## config.mk

```make
export PLATFORM = sky130hd
export DESIGN_NAME = shift_seq
export DESIGN_NICKNAME = d
export VERILOG_FILES = /design/src/rtl/shift_seq_pkg.sv /design/src/rtl/shift_seq_shifter8.sv /design/src/rtl/shift_seq.sv
export SDC_FILE = /design/constraint.sdc
export NUM_CORES = 1
export LEC_CHECK = 0
export BUFFER_PORTS_ARGS = -buffer_cell sky130_fd_sc_hd__buf_2
export CORE_ASPECT_RATIO = 0.8
export CORE_MARGIN = 1
export CORE_UTILIZATION = 35
export CTS_BUF_LIST = sky130_fd_sc_hd__clkbuf_4
export DETAILED_ROUTE_END_ITERATION = 10
export PLACE_DENSITY_LB_ADDON = 0.2
export SLEW_MARGIN = 20
export SYNTH_ARGS = -nofsm -noshare
export SYNTH_HDL_FRONTEND = slang
export SYNTH_HIERARCHICAL = 1
export SYNTH_SLANG_ARGS = --single-unit
```

## constraint.sdc

```tcl
create_clock -name clk -period 4.3 [get_ports clk]
set_input_delay 0.215 -clock clk [delete_from_list [all_inputs] [get_ports clk]]
set_output_delay 0.215 -clock clk [all_outputs]
set_load 0.005 [all_outputs]
```

## src/rtl/shift_seq_pkg.sv

```systemverilog
// Shared definitions for the shift sequencer: shifter8 op codes, the
// sequencer state encoding and a helper that classifies command ops.
package shift_seq_pkg;

  localparam logic [2:0] OP_NOP  = 3'b000;
  localparam logic [2:0] OP_LSL  = 3'b001;
  localparam logic [2:0] OP_LSR  = 3'b010;
  localparam logic [2:0] OP_ASR  = 3'b100;
  localparam logic [2:0] OP_LOAD = 3'b111;

  // Largest distance shifter8 can move in a single cycle.
  localparam int unsigned MAX_STEP = 3;

  typedef enum logic [1:0] {
    ST_IDLE  = 2'd0,
    ST_LOAD  = 2'd1,
    ST_SHIFT = 2'd2,
    ST_DONE  = 2'd3
  } state_e;

  // Only these three command codes shift; everything else passes the
  // operand through untouched.
  function automatic logic is_shift_op(input logic [2:0] op);
    return (op == OP_LSL) || (op == OP_LSR) || (op == OP_ASR);
  endfunction

endpackage

```

## src/rtl/shift_seq_shifter8.sv

```systemverilog
// shifter8: 8-bit register that shifts by 0..3 bits per cycle or loads.
// Ports:
//   clk, reset_n   clock, async active-low reset (clears d_out)
//   op[2:0]        000 hold, 001 LSL, 010 LSR, 100 ASR, 111 LOAD, others hold
//   shamt[1:0]     per-cycle shift distance
//   d_in[7:0]      value captured on LOAD
//   d_out[7:0]     register contents
module shifter8
  import shift_seq_pkg::*;
(
  input  logic       clk,
  input  logic       reset_n,
  input  logic [2:0] op,
  input  logic [1:0] shamt,
  input  logic [7:0] d_in,
  output logic [7:0] d_out
);

  logic [7:0] d_out_q;
  logic [7:0] d_out_d;

  always_comb begin
    d_out_d = d_out_q;
    case (op)
      OP_LSL:  d_out_d = d_out_q << shamt;
      OP_LSR:  d_out_d = d_out_q >> shamt;
      OP_ASR:  d_out_d = $signed(d_out_q) >>> shamt;
      OP_LOAD: d_out_d = d_in;
      default: d_out_d = d_out_q;
    endcase
  end

  always_ff @(posedge clk or negedge reset_n) begin
    if (!reset_n) d_out_q <= 8'h00;
    else          d_out_q <= d_out_d;
  end

  assign d_out = d_out_q;

endmodule

```

## src/rtl/shift_seq.sv

```systemverilog
// shift_seq: runs a multi-bit shift command on shifter8, at most 3 bits
// per cycle, and pulses done when the result is ready.
// Ports:
//   clk, reset_n   clock, async active-low reset
//   start          command request, only looked at in IDLE
//   cmd_op[2:0]    001 LSL, 010 LSR, 100 ASR, anything else passes through
//   cmd_amt        total shift distance
//   cmd_data[7:0]  operand
//   busy           high whenever not IDLE
//   done           one-cycle pulse, result valid in that cycle
//   result[7:0]    shifter8 contents (held in IDLE)
//
// state  | meaning
// IDLE   | waiting for start; shifter holds last result
// LOAD   | operand loaded into shifter8
// SHIFT  | shifting by min(rem,3) each cycle until rem hits 0
// DONE   | result valid, done pulse
module shift_seq
  import shift_seq_pkg::*;
#(
  parameter int unsigned AMT_W = 4
) (
  input  logic             clk,
  input  logic             reset_n,
  input  logic             start,
  input  logic [2:0]       cmd_op,
  input  logic [AMT_W-1:0] cmd_amt,
  input  logic [7:0]       cmd_data,
  output logic             busy,
  output logic             done,
  output logic [7:0]       result
);

  state_e           state_q, state_d;
  logic [2:0]       op_q, op_d;
  logic [AMT_W-1:0] rem_q, rem_d;
  logic [7:0]       data_q, data_d;

  logic [2:0]       sh_op;
  logic [1:0]       sh_shamt;
  logic [7:0]       sh_din;
  logic [7:0]       sh_dout;

  always_comb begin
    state_d  = state_q;
    op_d     = op_q;
    rem_d    = rem_q;
    data_d   = data_q;
    sh_op    = OP_NOP;
    sh_shamt = 2'd0;
    sh_din   = data_q;
    done     = 1'b0;

    case (state_q)
      ST_IDLE: begin
        if (start) begin
          op_d    = cmd_op;
          rem_d   = cmd_amt;
          data_d  = cmd_data;
          state_d = ST_LOAD;
        end
      end

      ST_LOAD: begin
        sh_op = OP_LOAD;
        if ((rem_q != '0) && is_shift_op(op_q)) begin
          state_d = ST_SHIFT;
        end else begin
          // Pass-through: nothing left to shift, so drop any stale amount.
          rem_d   = '0;
          state_d = ST_DONE;
        end
      end

      ST_SHIFT: begin
        // rem is never 0 here, so shamt is never 0 with a shift op.
        sh_op    = op_q;
        sh_shamt = (rem_q >= AMT_W'(MAX_STEP)) ? 2'd3 : rem_q[1:0];
        rem_d    = rem_q - AMT_W'(sh_shamt);
        if (rem_d == '0) state_d = ST_DONE;
      end

      ST_DONE: begin
        done    = 1'b1;
        state_d = ST_IDLE;
      end

      default: state_d = ST_IDLE;
    endcase
  end

  always_ff @(posedge clk or negedge reset_n) begin
    if (!reset_n) begin
      state_q <= ST_IDLE;
      op_q    <= 3'b000;
      rem_q   <= '0;
      data_q  <= 8'h00;
    end else begin
      state_q <= state_d;
      op_q    <= op_d;
      rem_q   <= rem_d;
      data_q  <= data_d;
    end
  end

  shifter8 u_shifter (
    .clk     (clk),
    .reset_n (reset_n),
    .op      (sh_op),
    .shamt   (sh_shamt),
    .d_in    (sh_din),
    .d_out   (sh_dout)
  );

  assign busy   = (state_q != ST_IDLE);
  assign result = sh_dout;

endmodule
```

### After elaboration in Yosys (flattened, before gate mapping)

Index checks and enable logic that the tools add are counted.

* flip-flop bits (word level): 25
* input port bits: 18
* output and inout port bits: 10
* logic and storage cells: 47

* add/subtract/negate cells: 1
* $lt $le $gt $ge: 1
* equality and inequality tests: 13
* shift operators: 3
* mux-type cells: 12
* reduce and logical (&&, ||, !) cells: 12

Operators with widths (number)
* $pmux W8 S4: 1
* $pmux W4 S3: 1
* $eq A3 B3 Y1 const B: 3
* $mux W2: 4
* $mux W4: 2
* $pmux W2 S4: 1
* $reduce_bool A4 Y1: 2
* $shl A8 B2 Y8: 1
* $shr A8 B2 Y8: 1
* $sshr A8 B2 Y8: 1
* $eq A3 B1 Y1 const B: 2
* $eq A3 B2 Y1 const B: 2
* $ne A2 B2 Y1 const B: 3
* $pmux W3 S2: 1
* $eq A2 B2 Y1 const B: 2
* $ge A4 B2 Y1 const B: 1
* $logic_not A4 Y1: 1
* $reduce_and A2 Y1: 2
* $sub A4 B2 Y4: 1
* $reduce_and A3 Y1: 1
* $reduce_bool A3 Y1: 1
* $eq A2 B1 Y1 const B: 1
* $logic_not A2 Y1: 1
* $logic_or A1 B1 Y1: 2
* other kinds (3): 4

### Depth between registers and ports, before layout

Gate-level depths: netlist of the first run.

* depth after elaboration: 6
* depth in mapped cells: 11
* mapped depth without buffers: 8

### Hierarchy

Netlist of the first run, hierarchy kept.

Modules (own cells, without submodules)
* shift_seq: instances 1, cells an instance 94, area each 1014.7 um^2, sequential area each 425.4 um^2
* shifter8: instances 1, cells an instance 104, area each 935.9 um^2, sequential area each 200.2 um^2

### Worst setup path after synthesis of the first run

Ideal clock, no wire load.

* kind: reg2reg
* start point: reg state_q[0]
* end point: reg u_shifter.d_out_q[3], in the netlist u_shifter/d_out[3]
* library setup time: 0.126 ns
* arrival: 2.153 ns
* required time: 4.174 ns
* slack: 2.021 ns
* cell stages (with the launch flop): 9
* buffers on the path: 1
* path through: dfrtp_1 inv_1 ha_1 clkbuf_1 o31a_1 mux4_2 nand2b_1 nand2_1 a221o_1

* cells in the longest elaborated chain, start to end: 4

Ends and longest elaborated chain
* start: declaration: RTL line shift_seq.sv:34 `state_e state_q, state_d;`
* start signal: assignment: RTL line shift_seq.sv:99 `state_q <= state_d;`
* $eq A2 B2 Y1 *: RTL line shift_seq.sv:54 `case (state_q)`
* $mux W2 *: RTL line shift_seq.sv:54
* named net sh_shamt[1]: RTL line shift_seq.sv:40 `logic [1:0] sh_shamt;`
* $sshr A8 B2 Y8 (tied with other cells): RTL line shift_seq_shifter8.sv:27 `OP_ASR: d_out_d = $signed(d_out_q) >>> shamt;`
* $pmux W8 S4 *: RTL line shift_seq_shifter8.sv:24 `case (op)`
* end signal: assignment: RTL line shift_seq_shifter8.sv:35 `else d_out_q <= d_out_d;`
* end: declaration: RTL line shift_seq_shifter8.sv:19 `logic [7:0] d_out_q;`

The timed path passes the listed nets; every way through them passes the cells marked *.
A chain may end at the register's enable or synchronous reset.

### Worst setup path after layout of the first run

* start point: reg state_q[0]
* end point: reg u_shifter.d_out_q[0], in the netlist u_shifter/d_out[0]

* cells in the longest elaborated chain, start to end: 4

Ends and longest elaborated chain
* $eq A2 B2 Y1 or $eq A2 B1 Y1 (tied branches): RTL line shift_seq.sv:54
* $pmux W3 S2 *: RTL line shift_seq.sv:54
* named net sh_op[1]: RTL line shift_seq.sv:39 `logic [2:0] sh_op;`
* $eq A3 B3 Y1 (tied with other cells): RTL line shift_seq_shifter8.sv:24
* $pmux W8 S4 or $reduce_bool A4 Y1 (tied branches)

Marks and branches as above.

==> impl.org, run 1 <==
** Outcome
- Status :: finished clean

** Power
- Total power for the finished layout comes to approximately 2.0 mW.
- P_leak :: between 0.8 and 0.9 nW
- Peak supply drop :: roughly 250 µV
- Power density normalized to cell area :: 948 mW/mm²

** Synth
- After synthesis the cells add up to 0.00195 mm².
- In the synthesized netlist the dominant register cell turns out to be sky130_fd_sc_hd__dfrtp_1.
- Synthesis handed over a netlist of 198 instances.
- Of the post-synthesis cell area, the dominant cell type holds around a third.
- For this run, the number of Yosys warnings is 6.
- Number of flip-flops and latches in the synthesized netlist :: 25
- For this run, the register share of the synthesized area comes to 32.1%.
- Number of flops mapped to enable cells by yosys :: 0
- Count leader, synth :: sky130_fd_sc_hd__dfrtp_1
- The synthesized netlist contains 53 unique library cells.
- Async set or reset register ratio after synthesis :: 100%
- Biggest area contributors in the synthesized netlist :: sky130_fd_sc_hd__dfrtp_1, sky130_fd_sc_hd__mux4_2, sky130_fd_sc_hd__mux2_2
- Nets in the synthesized netlist :: 222
- Leading post-synthesis cells by instance count :: sky130_fd_sc_hd__dfrtp_1, sky130_fd_sc_hd__nand2_1, sky130_fd_sc_hd__a21oi_1
- Library cell occupying the most area in the post-synthesis netlist :: sky130_fd_sc_hd__dfrtp_1
- In this run the mean area of a mapped cell was 9.85 µm².

** Timing
- Post-route worst hold slack :: 103 ps
- Relative slew slack :: 38.1%
- Timing-limited maximum frequency :: 350 MHz
- Minimum clock period :: between 2000 and 3000 ps
- Final setup viols :: 0
- Setup repair after global routing left no endpoint under its margin.
- The final critical path takes up roughly 66% of the cycle.
- Across the routed clock network, the largest skew measured is 14.9 ps.
- Final hold vios :: 0
- Max-slew violations :: 0
- Summed over all failing endpoints, the final setup total negative slack is 0 ps.
- For the pin with the worst max-slew slack, the measured transition is around 900 ps.

** Drt
- Total wire length after detailed routing :: between 4000 and 5000 µm
- DR iter-0 viols :: 202
- For this block, the via count after detailed routing is 1,624.
- The first TritonRoute pass finished after 4 iterations.
- After detailed routing, the number of remaining DRC violations is 0.
- Via-per-instance ratio :: between 5 and 6
- Antenna violation net count after detailed routing :: 0
- After detailed routing, the average wire length per cell comes to 15.4 µm.

** Hold path
- The path class of the tightest hold or removal check is primary input to flip-flop.
- Start point of the worst hold path :: cmd_op[2]

** Global route
- Overflow left after global routing :: 0
- Overall Global Routing Usage :: 15.4%
- Pin count of the biggest net entering global routing :: 26
- Wire length of the first global-routing pass :: 7060 µm
- Antenna violations before repair :: 0
- Number of global-route vias before repair :: 1,419

** Worst setup path
- Worst setup path endpoint :: u_shifter/d_out[0]
- FF-to-FF End :: u_shifter/d_out[0]
- The startpoint identified for the worst register-to-register timing path is state_q[0].
- In this run the register-to-register setup slack is 1440 ps.
- The most critical setup path has its startpoint at state_q[0].
- Classification of the worst setup path :: flip-flop to flip-flop
- Kind of start point of the critical path :: flip-flop
- In this run the worst path has a maximum fanout of 14.
- Data required time of the critical path :: 4520 ps
- Data arrives at the worst endpoint at just over 3000 ps.
- Worst reg-to-reg path cell count :: 8
- STA classifies the critical path endpoint as a flip-flop.

** Place
- Input and output buffers added on the ports amount to 27.
- Total cell area at the placement stage :: 0.00209 mm²
- At the end of routability-driven placement, the weighted congestion stood at approximately 0.84.
- Detailed placement ended at an HPWL of 3230 µm.
- After detailed placement, the design holds a cell count of 277.

** Layout
- The finished cells cover about 0.0021 mm².
- Layout-stage area growth over the synthesis result :: 9.04%
- The number of antenna diodes in the final layout is 0.
- Fraction of final layout cells sized beyond drive strength 1 :: 30.0%
- At the end of the flow, the number of nets in the layout was around 250.
- Finished Layout Cells :: around 280
- Fill cells :: between 500 and 600

** Clocking
- CTS built an H-tree with a depth of 1.
- TritonCTS clock tree :: built
- Counting every sink on the clock net gives 25.
- Post-CTS repair changed the size of 0 cells.
- Number of buffers on the longest clock path :: 2
- Clock slew at the register clock pins of the worst setup and hold paths :: 150 ps
- Clock latency of the later-clocked register in the worst-skew pair :: 330 ps
- CTS placed an instance of sky130_fd_sc_hd__clkbuf_4 at the clock tree root.
- Clock tree synthesis inserted a total of 3 buffers.

** Die
- In this run the count of I/O pins placed on the die edge is 28.
- For this configuration, the core starts out at a cell density of 37.7%.
- Die Footprint :: 0.00588 mm²
- Die Width :: about 85 µm
- The total area inside the core boundary comes to 0.00518 mm².
- Number of core rows :: 23
- Die Span Y :: 68.8 µm

** Job
- Count of maximum capacitance violations :: 0
-- how the worst min path moves through the flow --
stage                               endpoint  slack, ps  cells past startpoint
final                                op_q[2]        100                      2
after CTS                            op_q[2]         80                      2
after global routing               data_q[1]         80                      2
after floorplan                    data_q[0]        -80                      0
after detailed placement  u_shifter/d_out[4]        250                      1
after global placement    u_shifter/d_out[3]        250                      1
-- worst max-delay path, stage by stage (launching register included) --
cell,delay [ps]
sky130_fd_sc_hd__dfrtp_1,430
sky130_fd_sc_hd__inv_1,150
sky130_fd_sc_hd__ha_1,380
sky130_fd_sc_hd__a21oi_1,110
sky130_fd_sc_hd__nor2b_1,730
sky130_fd_sc_hd__xnor2_2,250
sky130_fd_sc_hd__nor2_2,230
sky130_fd_sc_hd__a21oi_1,100
sky130_fd_sc_hd__a221o_1,350
-- sequential cells by signal, indices dropped and copies added (netlist names), named ones only --
register / flops
rem_q: 4
u_shifter/d_out: 6
data_q: 8
state_q: 2
op_q: 3
-- cell type report --
| cell class | count | area (µm²) | area share [%] |
|---|---|---|---|
| timing repair buffer | 31 | 168 | 7.88 |
| multi-input combinational | 150 | 1190 | 55.9 |
| clock inverter | 1 | 7.51 | 0.353 |
| tap | 62 | 77.6 | 3.65 |
| sequential | 25 | 626 | 29.4 |
| inverter | 10 | 37.5 | 1.76 |
| clock buffer | 3 | 22.5 | 1.06 |
-- cell families (layout without fill, tap and decap cells) --
logic type      count (synthesis)  count (layout)  share of synthesized area [%]
fa+ha+maj                       6               6                           3.85
flops                          25              25                           32.1
simple gates                   59              59                           16.3
buf+inv                        23              45                           6.99
compound gates                 56              56                           20.2
xor+xnor                        3               3                           1.73
mux                            26              26                           18.9
-- cells in the final DEF, fill, tap and decap left out, drive strengths merged, types with 2 or more instances in the layout --
cell / count
a21oi: 13
dfrtp: 25
xnor2: 2
nor2: 11
nand2b: 6
o211ai: 4
o31a: 2
nor2b: 7
o32ai: 2
a211oi: 5
a32oi: 2
buf: 30
mux2: 13
o22ai: 2
mux4: 7
a221o: 3
nand3: 3
o21ai: 10
mux2i: 6
a22oi: 2
inv: 10
clkbuf: 3
or2: 6
ha: 6
or3: 2
nand2: 15
nor3: 2
nand3b: 2
a31oi: 2
-- per-stage QoR --
| step | setup slack, ps | util (%) |
|---|---|---|
| final | 1440 | 41.1 |
| after CTS | 1460 | 41.1 |
| after global routing | 1180 | 41.1 |
| after global placement | 1560 | 40.3 |
| after floorplan | 2020 | - |
| after detailed placement | 1500 | 40.3 |
-- power breakdown --
part           switching [mW]  internal (mW)  leakage [nW]
clock                  0.0725         0.0356        0.0139
combinational           0.727          0.662         0.562
sequential              0.159          0.360         0.297
-- layer usage --
| metal | up-vias | routed length [µm] | global-route usage, % |
|---|---|---|---|
| li1 | 787 | - | - |
| met1 | 777 | 2250 | 24.0 |
| met2 | 58 | 1800 | 22.4 |
| met3 | 2 | 266 | 3.10 |
| met4 | 0 | 20 | 2.08 |
| met5 | - | 0 | 0 |
-- repair_timing --
item                       4_1_cts  5_1_grt
setup endpoints to repair        0        0
buffers inserted                 0        0
hold buffers                     1        0
hold endpoints to repair        25        0
Note: power is estimated with default switching activity, not from simulation.
==> inputs of run 2 (changes only) <==
Clock period 4.3 ns to 2.9 ns, I/O delays scaled along.
==> run 2 against run 1 <==
Against the previous run:
- critical path depth is 2 lower
- clock skew is 4.2 ps lower
- hold slack worse by 74 ps
- utilization is 0.77 points higher
- die area stayed put
- first-iteration DRC count is 2.5% lower
- critical endpoint is now u_shifter/d_out[3]
- highest routed layer unchanged
- worst setup slack worse by 1100 ps
- register-to-register slack worse by 1100 ps
==> impl.org, run 2 (synthesized netlist as in run 1, its figures left out) <==
** Drt
- Antenna violation net count after detailed routing :: 0 (unchanged)
- Total wire length after detailed routing :: 4480 µm (was 4340 µm)
- Detailed-route DRC error count :: 0 (unchanged)
- Vias :: 1,620 (was 1,624)
- Via-per-instance ratio :: 5.64 (was 5.76)
- DR iter-0 viols :: 197 (was 202)
- First-pass detailed-route iteration total :: 4 (unchanged)
- The routed wirelength normalized by instance count came to 15.6 µm (was 15.4 µm).

** Timing
- The number of failing setup endpoints in the final timing report is 0 (unchanged).
- Minimum clock period :: 2600 ps (was 2860 ps)
- Worst Clk Skew :: 10.7 ps (was 14.9 ps)
- The final hold violation count is 0 (unchanged).
- The worst slew margin relative to its limit came to 61.3% (was 38.1%).
- The final cycle utilization of the critical path was 89.5% (was 66.4%).
- Worst Tran Pin Value :: 580 ps (was 926 ps)
- Max-slew violations :: 0 (unchanged)
- RSZ-0062 raised after global routing: false (unchanged).
- Timing-limited maximum frequency :: 385 MHz (was 350 MHz)
- Post-route setup TNS :: 0 ps (unchanged)

** Place
- The placer congestion estimate came to 0.874 (was 0.839).
- HPWL after DPL :: 3300 µm (was 3230 µm)
- # port buffers :: 27 (unchanged)

** Worst setup path
- Data required time of the critical path :: 3130 ps (was 4520 ps)
- The flop-to-flop setup slack is 300 ps (was 1440 ps).
- CP top delay family :: compound AO/OA/AOI/OAI gates (was simple AND/OR/NAND/NOR gates)
- Arrival time of data at the critical path endpoint :: 2820 ps (was 3070 ps)
- Crit path cell chain :: inv_1, ha_1, o31a_1, buf_4, mux4_2, a221o_1 (was inv_1, ha_1, a21oi_1, nor2b_1, xnor2_2, nor2_2, a21oi_1, a221o_1)
- The maximum fanout count along the critical path came to 10 (was 14).
- The critical path's slowest cell is sky130_fd_sc_hd__mux4_2 (was sky130_fd_sc_hd__nor2b_1).
- The startpoint-to-endpoint class of the critical path is flip-flop to flip-flop (unchanged).
- Kind of start point of the critical path :: flip-flop (unchanged)
- Crit end category :: flip-flop (unchanged)
- The buffering stage count on the worst path with inverters included was 2 (was 1).
- Largest stage delay on the critical path :: 500 ps (was 730 ps)

** Clocking
- Number of buffers on the longest clock path :: 2 (unchanged)
- Clock root buffer :: sky130_fd_sc_hd__clkbuf_4 (unchanged)
- The total clock buffers created by CTS was 3 (unchanged).
- The number of levels in the clock H-tree is 1 (unchanged).
- The clock transition at the registers of the reported paths was 150 ps (about the same).
- Clock latency of the later-clocked register in the worst-skew pair :: 330 ps (about the same)
- Clock sink count :: 25 (unchanged)
- TritonCTS clock tree :: built (unchanged)

** Power
- Cell internal pwr :: 1.60 mW (was 1.06 mW)
- The part of the total power dissipated in the clock network is 5.4% (about the same).
- Peak supply drop :: 320 µV (was 250 µV)
- P_leak :: 0.898 nW (was 0.873 nW)
- The switching portion of total power came to 47.3% (was 47.5%).
- Share of total power in sequential cells :: 25.4% (was 25.7%)
- Comb pwr share :: 69.2% (was 68.9%)
- Power density normalized to cell area :: 1400 mW/mm² (was 948 mW/mm²)
- The total power of the final layout is 3.04 mW (was 2.02 mW).
- The net switching power came to 1.44 mW (was 958 µW).

** Layout
- Largest reg by FF count :: data_q (unchanged)
- Highest-count cells in the layout ignoring fill and taps :: sky130_fd_sc_hd__buf_2, sky130_fd_sc_hd__dfrtp_1, sky130_fd_sc_hd__nand2_1 (unchanged)
- The number of nets in the layout is 250 (was 245).
- The number of flip-flops in the largest register was 8 (unchanged).
- The ratio of cells with drive above 1 in the final layout came to 31.1% (was 30.0%).
- The post-synthesis to final-layout area growth is 11.1% (was 9.04%).
- Number of diodes added for antenna fixing :: 0 (unchanged)
- Most frequent standard cell in the layout excluding fill and tap cells :: sky130_fd_sc_hd__buf_2 (unchanged)
- Fill cells :: 522 (was 525)

** Global route
- The pin count of the biggest net entering global routing is 26 (unchanged).
- The number of antenna violations at the first check in global routing came to 0 (unchanged).
- The leftover overflow at the end of global routing came to 0 (unchanged).
- The global-route wire length before repair came to 7680 µm (was 7060 µm).
- Overall Global Routing Usage :: 17.0% (was 15.4%)
- Number of global-route vias before repair :: 1,510 (was 1,419)

** Hold path
- Path category of the worst min-delay check :: primary input to flip-flop (unchanged)

** Die
- Core Box Area :: 0.00518 mm² (unchanged)
- Starting utilization of the core area :: 37.7% (unchanged)
- The die area is 0.00588 mm² (unchanged).
- Die Span Y :: 68.8 µm (unchanged)
- Number of core rows :: 23 (unchanged)
- The boundary pin count is 28 (unchanged).
- The die width was 85.5 µm (unchanged).

** Outcome
- Status: finished clean (unchanged).

** Job
- Count of maximum capacitance violations :: 0 (unchanged)
run 2: cell types whose count changed in the layout (fill, tap and decap cells not counted):
cell	delta
sky130_fd_sc_hd__buf_4	+4
sky130_fd_sc_hd__dlygate4sd3_1	+1
run 2: layout make-up:
| type | instances | area [µm²] | share of cell area (%) |
|---|---|---|---|
| Clock buffer | 3 | 22.5 | 1.04 |
| Clock inverter | 1 | 7.51 | 0.346 |
| Inverter | 10 | 37.5 | 1.73 |
| Multi-Input combinational cell | 150 | 1190 | 54.8 |
| Sequential cell | 25 | 626 | 28.9 |
| Tap cell | 62 | 77.6 | 3.58 |
| Timing Repair Buffer | 36 | 208 | 9.58 |
run 2: final timing paths:
path	startpoint	endpoint	cells after the start
max	state_q[0]	u_shifter/d_out[3]	6
min	cmd_data[0]	data_q[0]	2
max reg2reg	state_q[0]	u_shifter/d_out[3]	6
min reg2reg	data_q[1]	data_q[1]	1
max in group asynchronous	reset_n	u_shifter/d_out[5]	2
min in group asynchronous	reset_n	u_shifter/d_out[1]	2
run 2: repair_timing:
item | 4_1_cts | 5_1_grt
hold endpoints to repair | 25 | 1
buffers inserted | 0 | 0
hold buffers | 1 | 1
resized for setup | 0 | 0
run 2: worst reg2reg max path, delay by kind of cell, from the launching register on:
kind                     cells  cell delay (ps)
AO/OA/AOI/OAI                2              800
adder cells (fa/ha/maj)      1              390
buffers and inverters        2              390
flip-flops                   1              430
multiplexers                 1              500
run 2: through the flow:
| step | hold WS (ps) | worst slack (ps) | cell area [µm²] | util [%] | instances |
|---|---|---|---|---|---|
| 2_1_floorplan | -151 | 621 | 1950 | - | 198 |
| 4_1_cts | 16.8 | 311 | 2160 | 41.6 | 286 |
| 3_5_place_dp | 183 | 357 | 2120 | 40.9 | 281 |
| 5_1_grt | 7.18 | 110 | 2170 | 41.8 | 287 |
| 6_report | 29.4 | 305 | 2170 | 41.8 | 287 |
| 3_3_place_gp | 184 | 407 | 2120 | 40.9 | 281 |
run 2: routing by layer:
layer  up-vias  track usage (%)  part of all wire (%)
li1        795                -                     -
met1       768             25.8                    53
met2        55             23.8                    40
met3         2             4.76                   6.2
met4         0             3.13                  0.74
met5         -                0                     0
run 2: power by group through the flow:
stage / clock network, mW / registers, mW / logic (mW)
after global placement: 0 / 0.780 / 2.08
after global routing: 0.191 / 0.813 / 2.36
final: 0.165 / 0.774 / 2.11
after detailed placement: 0 / 0.782 / 2.09
after floorplan: 0 / 0.697 / 1.74
after CTS: 0.173 / 0.775 / 2.10
